## src/rtl/seg_scan_driver_if.sv

```systemverilog
// Segment-buffer-to-display bus for seg_scan_driver.
// With SEG_SCAN_BLINK_EN defined the bus also carries the per-digit blink select.
`default_nettype none

interface seg_scan_driver_if;

    localparam int unsigned DIGITS  = 8;
    localparam int unsigned SEG_W   = 8;
    localparam int unsigned FRAME_W = DIGITS * SEG_W;
    localparam int unsigned IDX_W   = 3;

    logic               en;
    logic [FRAME_W-1:0] frame_in;
`ifdef SEG_SCAN_BLINK_EN
    logic [DIGITS-1:0]  blink_mask;
`endif
    logic [SEG_W-1:0]   seg_n;
    logic [DIGITS-1:0]  an_n;
    logic [IDX_W-1:0]   digit_idx;
    logic               frame_done;

    // Source of the segment buffer and observer of the display pins
    modport master (
        output en,
        output frame_in,
`ifdef SEG_SCAN_BLINK_EN
        output blink_mask,
`endif
        input  seg_n,
        input  an_n,
        input  digit_idx,
        input  frame_done
    );

    // The scanner itself
    modport slave (
        input  en,
        input  frame_in,
`ifdef SEG_SCAN_BLINK_EN
        input  blink_mask,
`endif
        output seg_n,
        output an_n,
        output digit_idx,
        output frame_done
    );

endinterface

`default_nettype wire

```

## src/rtl/seg_scan_driver.sv

```systemverilog
// seg_scan_driver: time-multiplexed scanner for an 8-digit common-anode
// seven-segment display. Each digit slot is SCAN_DIV cycles: BLANK_CYCLES
// with every anode off, then the digit shown. The 64-bit buffer is captured
// once per frame so mid-frame writes never tear the image.
// Optional feature macro: SEG_SCAN_BLINK_EN (per-digit blinking via blink_mask,
// toggling every BLINK_FRAMES frames).
`default_nettype none

module seg_scan_driver #(
    parameter int unsigned SCAN_DIV     = 100000,
    parameter int unsigned BLANK_CYCLES = 1000,
    parameter int unsigned BLINK_FRAMES = 250
) (
    input  logic clk,
    input  logic rst,
    seg_scan_driver_if.slave bus
);

    localparam int unsigned CNT_W   = $clog2(SCAN_DIV);
    localparam int unsigned DIGITS  = 8;
    localparam int unsigned SEG_W   = 8;
    localparam int unsigned FRAME_W = DIGITS * SEG_W;
    localparam int unsigned IDX_W   = 3;

    localparam logic [CNT_W-1:0] SLOT_LAST  = CNT_W'(SCAN_DIV - 1);
    localparam logic [CNT_W-1:0] BLANK_LAST = CNT_W'((BLANK_CYCLES == 0) ? 0 : BLANK_CYCLES - 1);
    localparam bit               HAS_BLANK  = (BLANK_CYCLES != 0);
    localparam logic [IDX_W-1:0] LAST_DIGIT = IDX_W'(DIGITS - 1);
    localparam logic [SEG_W-1:0] SEG_OFF    = '1;
    localparam logic [DIGITS-1:0] AN_OFF    = '1;

    // Reject illegal parameterisations at elaboration
    if (SCAN_DIV < 2 || SCAN_DIV > (1 << 20) || BLANK_CYCLES >= SCAN_DIV || BLINK_FRAMES < 1)
    begin : g_bad_params
        $error("seg_scan_driver: illegal SCAN_DIV/BLANK_CYCLES/BLINK_FRAMES");
    end

    typedef enum logic [1:0] {
        IDLE  = 2'd0,
        BLANK = 2'd1,
        SHOW  = 2'd2
    } state_t;

    state_t             state;
    logic [CNT_W-1:0]   cnt;
    logic [FRAME_W-1:0] snapshot;

    // Per-digit "hide now" masks: for the current frame and for the frame about to start
    logic [DIGITS-1:0]  mask_cur;
    logic [DIGITS-1:0]  mask_wrap;

    logic               slot_end;
    logic               frame_wrap;
    state_t             entry_state;
    logic [IDX_W-1:0]   entry_digit;
    logic [FRAME_W-1:0] entry_img;
    logic [DIGITS-1:0]  entry_mask;
    logic [SEG_W-1:0]   entry_seg;
    logic [DIGITS-1:0]  entry_an;
    logic [SEG_W-1:0]   show_seg;
    logic [DIGITS-1:0]  show_an;

    function automatic logic [SEG_W-1:0] digit_byte(input logic [FRAME_W-1:0] img,
                                                     input logic [IDX_W-1:0]   d);
        return img[{d, 3'b000} +: SEG_W];
    endfunction

    function automatic logic [DIGITS-1:0] anode_code(input logic [IDX_W-1:0] d);
        return ~(DIGITS'(1) << d);
    endfunction

`ifdef SEG_SCAN_BLINK_EN
    localparam int unsigned       FCNT_W = (BLINK_FRAMES > 1) ? $clog2(BLINK_FRAMES) : 1;
    localparam logic [FCNT_W-1:0] FLAST  = FCNT_W'(BLINK_FRAMES - 1);

    logic              hide;
    logic [FCNT_W-1:0] fcnt;
    logic              hide_wrap;

    // Blink phase as it will be once the current frame wraps
    always_comb begin
        hide_wrap = (fcnt == FLAST) ? ~hide : hide;
        mask_cur  = hide      ? bus.blink_mask : '0;
        mask_wrap = hide_wrap ? bus.blink_mask : '0;
    end

    // Frame counter and blink phase; visible phase after reset or en low
    always_ff @(posedge clk or posedge rst) begin
        if (rst) begin
            hide <= 1'b0;
            fcnt <= '0;
        end else if (!bus.en) begin
            hide <= 1'b0;
            fcnt <= '0;
        end else if (frame_wrap) begin
            if (fcnt == FLAST) begin
                fcnt <= '0;
                hide <= ~hide;
            end else begin
                fcnt <= fcnt + FCNT_W'(1);
            end
        end
    end
`else
    // Blinking compiled out: nothing is ever hidden
    always_comb begin
        mask_cur  = '0;
        mask_wrap = '0;
    end
`endif

    // Slot boundaries and the drive values for the slot about to be entered
    always_comb begin
        slot_end    = (state == SHOW) && (cnt == SLOT_LAST);
        frame_wrap  = slot_end && (bus.digit_idx == LAST_DIGIT) && bus.en;
        entry_state = HAS_BLANK ? BLANK : SHOW;
        entry_digit = (state == IDLE) ? '0 : IDX_W'(bus.digit_idx + IDX_W'(1));
        entry_img   = ((state == IDLE) || frame_wrap) ? bus.frame_in : snapshot;
        entry_mask  = frame_wrap ? mask_wrap : mask_cur;
        if (HAS_BLANK) begin
            entry_an  = AN_OFF;
            entry_seg = SEG_OFF;
        end else begin
            entry_an  = anode_code(entry_digit);
            entry_seg = digit_byte(entry_img, entry_digit) | {SEG_W{entry_mask[entry_digit]}};
        end
        show_an  = anode_code(bus.digit_idx);
        show_seg = digit_byte(snapshot, bus.digit_idx) | {SEG_W{mask_cur[bus.digit_idx]}};
    end

    // Scan FSM with registered display outputs
    always_ff @(posedge clk or posedge rst) begin
        if (rst) begin
            state          <= IDLE;
            cnt            <= '0;
            snapshot       <= '1;
            bus.seg_n      <= SEG_OFF;
            bus.an_n       <= AN_OFF;
            bus.digit_idx  <= '0;
            bus.frame_done <= 1'b0;
        end else begin
            bus.frame_done <= 1'b0;
            if (!bus.en) begin
                state         <= IDLE;
                cnt           <= '0;
                bus.digit_idx <= '0;
                bus.seg_n     <= SEG_OFF;
                bus.an_n      <= AN_OFF;
            end else begin
                case (state)
                    IDLE: begin
                        state         <= entry_state;
                        cnt           <= '0;
                        bus.digit_idx <= '0;
                        snapshot      <= bus.frame_in;
                        bus.seg_n     <= entry_seg;
                        bus.an_n      <= entry_an;
                    end
                    BLANK: begin
                        cnt <= cnt + CNT_W'(1);
                        if (cnt == BLANK_LAST) begin
                            state     <= SHOW;
                            bus.an_n  <= show_an;
                            bus.seg_n <= show_seg;
                        end
                    end
                    SHOW: begin
                        if (slot_end) begin
                            cnt           <= '0;
                            state         <= entry_state;
                            bus.digit_idx <= entry_digit;
                            bus.seg_n     <= entry_seg;
                            bus.an_n      <= entry_an;
                            if (frame_wrap) begin
                                snapshot       <= bus.frame_in;
                                bus.frame_done <= 1'b1;
                            end
                        end else begin
                            cnt <= cnt + CNT_W'(1);
                        end
                    end
                    default: begin
                        state     <= IDLE;
                        bus.seg_n <= SEG_OFF;
                        bus.an_n  <= AN_OFF;
                    end
                endcase
            end
        end
    end

endmodule

`default_nettype wire

```

## src/flat_wrapper.sv

```systemverilog
// flat-port wrapper written by rule: the top's interface ports become plain ports
module seg_scan_driver_flat 
#(
    parameter int unsigned SCAN_DIV     = 100000,
    parameter int unsigned BLANK_CYCLES = 1000,
    parameter int unsigned BLINK_FRAMES = 250
)
  (clk, rst, bus_en, bus_frame_in, bus_seg_n, bus_an_n, bus_digit_idx, bus_frame_done);
  seg_scan_driver_if bus_i ();
  input  logic clk;
  input  logic rst;
  input wire logic [$bits(bus_i.en)-1:0] bus_en;
  input wire logic [$bits(bus_i.frame_in)-1:0] bus_frame_in;
  output wire logic [$bits(bus_i.seg_n)-1:0] bus_seg_n;
  output wire logic [$bits(bus_i.an_n)-1:0] bus_an_n;
  output wire logic [$bits(bus_i.digit_idx)-1:0] bus_digit_idx;
  output wire logic [$bits(bus_i.frame_done)-1:0] bus_frame_done;
  assign bus_i.en = bus_en;
  assign bus_i.frame_in = bus_frame_in;
  assign bus_seg_n = bus_i.seg_n;
  assign bus_an_n = bus_i.an_n;
  assign bus_digit_idx = bus_i.digit_idx;
  assign bus_frame_done = bus_i.frame_done;
  seg_scan_driver #(.SCAN_DIV(SCAN_DIV), .BLANK_CYCLES(BLANK_CYCLES), .BLINK_FRAMES(BLINK_FRAMES)) u_core (.clk(clk), .rst(rst), .bus(bus_i));
endmodule
```

## config.mk

```make
export PLATFORM = sky130hd
export DESIGN_NAME = seg_scan_driver_flat
export DESIGN_NICKNAME = d
export VERILOG_FILES = /design/src/rtl/seg_scan_driver_if.sv /design/src/rtl/seg_scan_driver.sv /design/src/flat_wrapper.sv
export SDC_FILE = /design/constraint.sdc
export NUM_CORES = 1
export LEC_CHECK = 0
export BUFFER_PORTS_ARGS = -buffer_cell sky130_fd_sc_hd__clkbuf_2
export CORE_MARGIN = 5
export CORE_UTILIZATION = 41
export CTS_CLUSTER_DIAMETER = 50
export CTS_CLUSTER_SIZE = 20
export DETAILED_ROUTE_END_ITERATION = 12
export PLACE_DENSITY = 0.58
export SYNTH_ARGS = -nofsm -noshare
export SYNTH_HDL_FRONTEND = slang
export SYNTH_SLANG_ARGS = --single-unit
```

## constraint.sdc

```tcl
create_clock -name clk -period 5.3 [get_ports clk]
set_input_delay 0.53 -clock clk [delete_from_list [all_inputs] [get_ports clk]]
set_output_delay 0.53 -clock clk [all_outputs]
set_load 0.02 [all_outputs]
```

==> results of run 1 <==
## state kept, by name, indices dropped and copies added, names as in the netlist
signal,count
u_core.bus.an_n,8
u_core.state,2
u_core.bus.frame_done,1
u_core.cnt,17
u_core.snapshot,64
u_core.bus.digit_idx,3
u_core.bus.seg_n,8
## worst max-delay path by stage
stage	from	end	slack, ns	cells past startpoint
after CTS	u_core.bus.digit_idx[1]	u_core.snapshot[29]	2.05	6
after global routing	u_core.bus.digit_idx[1]	u_core.snapshot[29]	1.89	6
after detailed placement	u_core.bus.digit_idx[1]	u_core.snapshot[29]	2.07	6
after global placement	u_core.bus.digit_idx[1]	u_core.snapshot[29]	2.14	6
after floorplan	rst	u_core.bus.digit_idx[0]	2.20	1
final	u_core.bus.digit_idx[1]	u_core.snapshot[29]	2.09	6
## metal layers
| layer | wire length (µm) | GRT usage, % | share of wire [%] |
|---|---|---|---|
| met3 | 569 | 5.12 | 5.3 |
| met4 | 116 | 3.92 | 1.1 |
| met5 | 0 | 0 | 0 |
| met2 | 5290 | 24.4 | 50 |
| met1 | 4670 | 19.9 | 44 |
## synthesized netlist by cell type, drive strengths merged
master / instances
nand2b: 2
nor3: 3
nand3: 10
nor4b: 2
mux2: 64
xor2: 13
o21a: 2
nand4: 7
and4: 2
a2bb2oi: 15
nor4bb: 1
or4: 1
inv: 9
clkbuf: 4
nor3b: 1
o21ai: 7
nand4b: 1
nor4: 3
dfstp: 80
mux4: 16
o2111a: 1
a21boi: 3
xnor2: 2
mux2i: 8
a31oi: 2
ha: 11
nor2b: 3
nand2: 12
a41o: 1
and4b: 3
dfrtp: 23
buf: 14
nor2: 21
and2: 5
a21oi: 3
## power by group
part           switching (mW)  leakage (nW)  internal [mW]  total [mW]
Combinational           0.110          1.36          0.202       0.312
Sequential             0.0527          1.16          0.949        1.00
Clock                   0.285         0.153          0.413       0.698
## worst max-delay path, delay by kind of cell, from the launching register on
family | cells | cell delay (ns)
multiplexers | 1 | 0.37
flip-flops | 1 | 0.75
AO/OA/AOI/OAI | 1 | 0.18
adder cells (fa/ha/maj) | 2 | 0.62
buffers and inverters | 1 | 0.46
AND/OR/NAND/NOR | 1 | 0.70
## logic make-up (layout without fill, tap and decap cells)
group	Yosys count	after routing
AND/OR/NAND/NOR	77	77
AO/OA/AOI/OAI	34	34
adder cells (fa/ha/maj)	11	11
flip-flops	103	103
buffers and inverters	27	114
multiplexers	88	88
XOR/XNOR	15	15
## layout make-up
type                            count  area [µm²]  share of cell area (%)
Sequential cell                   103        2680                    44.3
Multi-Input combinational cell    225        2350                    38.8
Timing Repair Buffer               90         460                    7.61
Clock buffer                       10         229                    3.79
Tap cell                          172         215                    3.56
Clock inverter                      5        82.6                    1.37
Inverter                            9        36.3                   0.600
## through the flow
stage	util, %	instance area (µm²)	power [mW]	setup slack (ns)	std cells
after floorplan	-	5180	1.25	2.20	355
after global placement	45.8	5740	1.32	2.14	599
after detailed placement	45.8	5740	1.33	2.07	599
after CTS	48.3	6050	2.04	2.05	614
after global routing	48.3	6050	2.10	1.89	614
final	48.3	6050	2.01	2.09	614
==> implementation parameters, run 1 <==
Parameter                              Value

Outcome
  Result of the run    complete, no violations

Worst setup path
  Slowest cell on the critical path    dfrtp_1
  Worst reg2reg path startpoint    u_core.bus.digit_idx[1]
  Endpoint class of the critical path    flop
  Type of the worst setup path    flop to flop
  Setup slack, reg-to-reg    2.09 ns
  Reg-to-reg endpoint    u_core.snapshot[29]
  Crit path cell chain    ha_1, ha_1, a31oi_1, nand2b_4, buf_4, mux2_2
  Type of element launching the critical path    flop
  FF-to-FF path depth    6
  Biggest fanout along the worst timing path    45
  Most frequent cell on the critical path    ha_1
  Crit-path max cell delay    0.75 ns
  Critical path arrival    3.48 ns
  Data required time at the worst endpoint    5.57 ns

Flow run
  Number of maximum-capacitance violations    0

Placed design
  Half-perimeter wire length after placement    7.53 mm
  Final weighted congestion in routability-driven placement    0.882
  Count of buffers from port buffering    86

Yosys
  Multiplexer area fraction after synthesis    26.7%
  Area share of the largest cell type after synthesis    40.5%
  Post-synth net total    433
  Adder-cell share of the synthesized area    2.65%
  Post-synthesis sequential element count    103
  Area contributors post-synth    dfstp_2, mux2_4, dfrtp_1
  Average footprint of a synthesized cell    14.6 µm²
  Area leader, netlist    dfstp_2
  Compound-gate portion of the synthesized area    4.95%
  Share of the synthesized netlist area taken by xor and xnor gates    2.53%
  Synth unique cells    44
  Cells after synthesis    355
  Yosys warnings    0
  Main combinational cell family by area after synthesis    multiplexers
  Synth Area in Simple Gates    8.25%
  Netlist Area Pre-Place    5180 µm²
  Sequential share of the synthesized area    51.6%

Routing
  Drt first pass iters    4
  Total wirelength of the detailed-routed design    10.7 mm
  Number of design rule violations left after detail routing    0
  Iter 0 DRT Violations    209
  Post-DR wirelength/cell    17.4 µm
  DRT antenna net count    0
  Via total after detailed routing    3082
  Vias per Instance    5.02

Power
  Maximum vdd ir drop    0.300 mV
  Static leakage power    2.68 nW
  Pwr per Cell Area    333 nW/µm²

Clocking
  Number of buffers added for setup after CTS    0
  Buffer type at the clock tree root    clkbuf_16
  Buffers from clock root to sink, at most    2
  Clock edge transition at the registers on the reported setup and hold paths    0.07 ns
  Number of hold buffers added after cts    0
  Worst-skew pair later-pin latency    0.35 ns
  Number of instances resized during post-cts repair    0
  Clock H-tree levels    3
  Clock sink count    103
  Number of buffers added by the clock tree synthesis step    9
  CTS tree    yes

Timing
  Number of hold-slack violations in the final timing report    0
  Max-slew violation count    0
  Worst clock skew    0.00974 ns
  Final setup viols    0
  Final worst path period need    3.21 ns
  Transition time at the pin with the least slew margin    0.978 ns
  Relative max-transition margin    34.8%
  Fraction of the cycle the final worst path needs    60.6%
  Worst hold margin    0.409 ns
  Aggregate negative setup slack    0 ns
  Setup repair after global routing missed its margin    false
  Upper clock frequency limit    0.312 GHz

GRT
  Global-route wire length before repair    17.4 mm
  Maximum number of pins on one net before global-route repair    72
  Number of global-route vias before repair    3325
  Number of antenna violations at the first check in global routing    0
  Total global routing track utilization    15.2%
  GR Overflow Total    0

Floorplan
  Area inside the core boundary    12500 µm²
  Starting utilization of the core area    41.4%
  X dimension of the die    122 µm
  Die height    122 µm
  Number of I/O pins    87
  Count of standard-cell rows    41
  Die footprint    15000 µm²

Final layout
  Fill cell count    1143
  Commonest non-fill, non-tap cell in the layout    clkbuf_2
  Share of final-layout standard cells stronger than drive strength 1    60.9%
  Top library cells by usage in the layout, fill and taps aside    clkbuf_2, dfstp_2, mux2_4
  Layout net count    516
  Number of inserted diodes    0
  Area growth, synth to finish    16.7%

Min path
  Type of the tightest min-delay check    input pin to flop
  Hold path depth    2
  Hold Path Sink    u_core.snapshot[21]
  Min-delay src    bus_frame_in[21]
No activity file was read; power rests on OpenSTA's default activity.
==> run 2, diff against run 1 <==
clock period = 3 ns   (was 5.3 ns; I/O delays follow)
==> implementation parameters, run 2 (synthesis results as in run 1) <==
Parameter                              Value

Outcome
  Result of the run    complete, no violations

GRT
  GR Overflow Total    0 (unchanged)
  Maximum number of pins on one net before global-route repair    55 (-24%)
  Number of global-route vias before repair    3337 (+0.36%)
  Global-route wire length before repair    17.3 mm (-0.51%)
  Total global routing track utilization    15.1% (-0.15 points)
  Number of antenna violations at the first check in global routing    0 (unchanged)

Routing
  Post-DR wirelength/cell    17.1 µm (-1.6%)
  Via total after detailed routing    3044 (-1.2%)
  Number of design rule violations left after detail routing    0 (unchanged)
  Total wirelength of the detailed-routed design    10.6 mm (-0.77%)
  DRT antenna net count    0 (unchanged)
  Drt first pass iters    4 (unchanged)
  Vias per Instance    4.92 (-2.0%)
  Iter 0 DRT Violations    150 (-28%)

Floorplan
  X dimension of the die    122 µm (unchanged)
  Count of standard-cell rows    41 (unchanged)
  Die height    122 µm (unchanged)
  Starting utilization of the core area    41.4% (unchanged)
  Area inside the core boundary    12500 µm² (unchanged)
  Die footprint    15000 µm² (unchanged)
  Number of I/O pins    87 (unchanged)

Timing
  Worst hold margin    0.173 ns (-0.236 ns)
  Upper clock frequency limit    0.395 GHz (+27%)
  Final worst path period need    2.53 ns (-0.679 ns)
  Final setup viols    0 (unchanged)
  Setup repair after global routing missed its margin    false
  Number of hold-slack violations in the final timing report    0 (unchanged)
  Aggregate negative setup slack    0 ns (unchanged)
  Transition time at the pin with the least slew margin    0.746 ns (-0.232 ns)
  Max-slew violation count    0 (unchanged)
  Fraction of the cycle the final worst path needs    84.4% (+24 points)
  Relative max-transition margin    50.2% (+15 points)
  Worst clock skew    0.00808 ns (-0.00166 ns)

Worst setup path
  Setup slack, reg-to-reg    0.47 ns (-1.62 ns)
  Data required time at the worst endpoint    3.28 ns (-2.29 ns)
  Critical path arrival    2.81 ns (-0.67 ns)
  Endpoint class of the critical path    flop
  Biggest fanout along the worst timing path    20 (-56%)
  Slowest cell on the critical path    dfrtp_1
  Top cell family by delay on the critical path    simple AND/OR/NAND/NOR gates
  Crit path cell chain    ha_1, and4b_1, and4_1, a31oi_1, nand2b_4, buf_4, mux2_4
  Crit-path max cell delay    0.42 ns (-0.33 ns)
  Type of the worst setup path    flop to flop
  Buf+Inv Stages, Crit Path    1 (unchanged)
  Type of element launching the critical path    flop

Clocking
  Number of buffers added by the clock tree synthesis step    9 (unchanged)
  Number of buffers added for setup after CTS    0 (unchanged)
  Number of instances resized during post-cts repair    0 (unchanged)
  Buffer type at the clock tree root    clkbuf_16
  Clock edge transition at the registers on the reported setup and hold paths    0.07 ns (about the same)
  Worst-skew pair later-pin latency    0.35 ns (about the same)
  Buffers from clock root to sink, at most    2 (unchanged)
  Clock sink count    103 (unchanged)
  Clock H-tree levels    3 (unchanged)
  Number of hold buffers added after cts    0 (unchanged)
  CTS tree    yes

Final layout
  Number of inserted diodes    0 (unchanged)
  Number of flip-flops under the largest register name    64 (unchanged)
  Share of final-layout standard cells stronger than drive strength 1    61.5% (+0.66 points)
  Footprint of the flip-flops and latches    2680 µm² (unchanged)
  Commonest non-fill, non-tap cell in the layout    clkbuf_2
  Biggest registers after layout    u_core.snapshot: 64 flops, u_core.cnt: 17 flops
  Top library cells by usage in the layout, fill and taps aside    clkbuf_2, dfstp_2, mux2_4
  Layout net count    520 (+0.78%)
  Area growth, synth to finish    18.0%
  Register ranked first by flip-flop count    u_core.snapshot
  Fill cell count    1147 (+0.35%)
  Combined area of the multi-input logic cells    2350 µm² (unchanged)

Power
  Part of the total power dissipated in sequential elements    49.7% (about the same)
  Fraction of power consumed by combinational cells    15.8% (+0.3 points)
  Pwr per Cell Area    581 nW/µm² (+75%)
  Static leakage power    2.72 nW (+1.5%)
  Switching power    815 µW (+82%)
  Maximum vdd ir drop    0.392 mV (+31%)
  Switching portion of total power    22.9% (+0.66 points)
  Pint    2.74 mW (+75%)
  Share of power burned in the clock network    34.5% (-0.2 points)

Placed design
  Final weighted congestion in routability-driven placement    0.804 (-8.9%)
  Count of buffers from port buffering    86 (unchanged)
  Half-perimeter wire length after placement    7.53 mm (about the same)

Flow run
  Number of maximum-capacitance violations    0 (unchanged)

Min path
  Type of the tightest min-delay check    input pin to flop
run 2: cell count changes in the layout (fill, tap and decap cells not counted), sizes merged:
cell and change:
clkbuf +1, bufinv -1, buf +4, inv +2
clkinv -1
run 2: power groups by stage:
stage                     clock network [mW]  registers [mW]  logic (mW)
after CTS                               1.28            1.77       0.575
after global placement                     0            1.78       0.560
after global routing                    1.33            1.79       0.611
after detailed placement                   0            1.79       0.573
final                                   1.23            1.77       0.562
after floorplan                            0            1.75       0.462
run 2: final timing paths:
check,endpoint,from,cells after the start
max in group asynchronous,u_core.bus.an_n[7],rst,3
min,u_core.snapshot[59],bus_frame_in[59],2
max reg2reg,u_core.snapshot[39],u_core.cnt[0],7
max,u_core.snapshot[39],u_core.cnt[0],7
min reg2reg,u_core.bus.an_n[3],u_core.bus.an_n[3],1
min in group asynchronous,u_core.snapshot[52],rst,2
run 2: area by class of cell:
type | count | area share (%)
flip-flops and latches | 103 | 43.8
multi-input cells | 225 | 38.4
repair buffers | 94 | 8.63
clock buffers | 11 | 4.13
well taps | 172 | 3.52
clock inverters | 5 | 1.00
inverters | 9 | 0.593
run 2: per-layer routing:
metal	global-route usage, %	wire (µm)
met5	0	0
met1	19.5	4750
met4	3.78	107
met2	24.1	5230
met3	5.53	487
run 2: metrics by stage:
step / total power [mW] / instances / setup WS, ns / area [µm²] / util, %
6_report: 3.56 / 619 / 0.469 / 6120 / 48.9
3_5_place_dp: 2.36 / 603 / 0.492 / 5800 / 46.4
3_3_place_gp: 2.34 / 603 / 0.523 / 5800 / 46.4
2_1_floorplan: 2.21 / 355 / 0.129 / 5180 / -
4_1_cts: 3.62 / 619 / 0.448 / 6120 / 48.9
5_1_grt: 3.73 / 619 / 0.307 / 6120 / 48.9
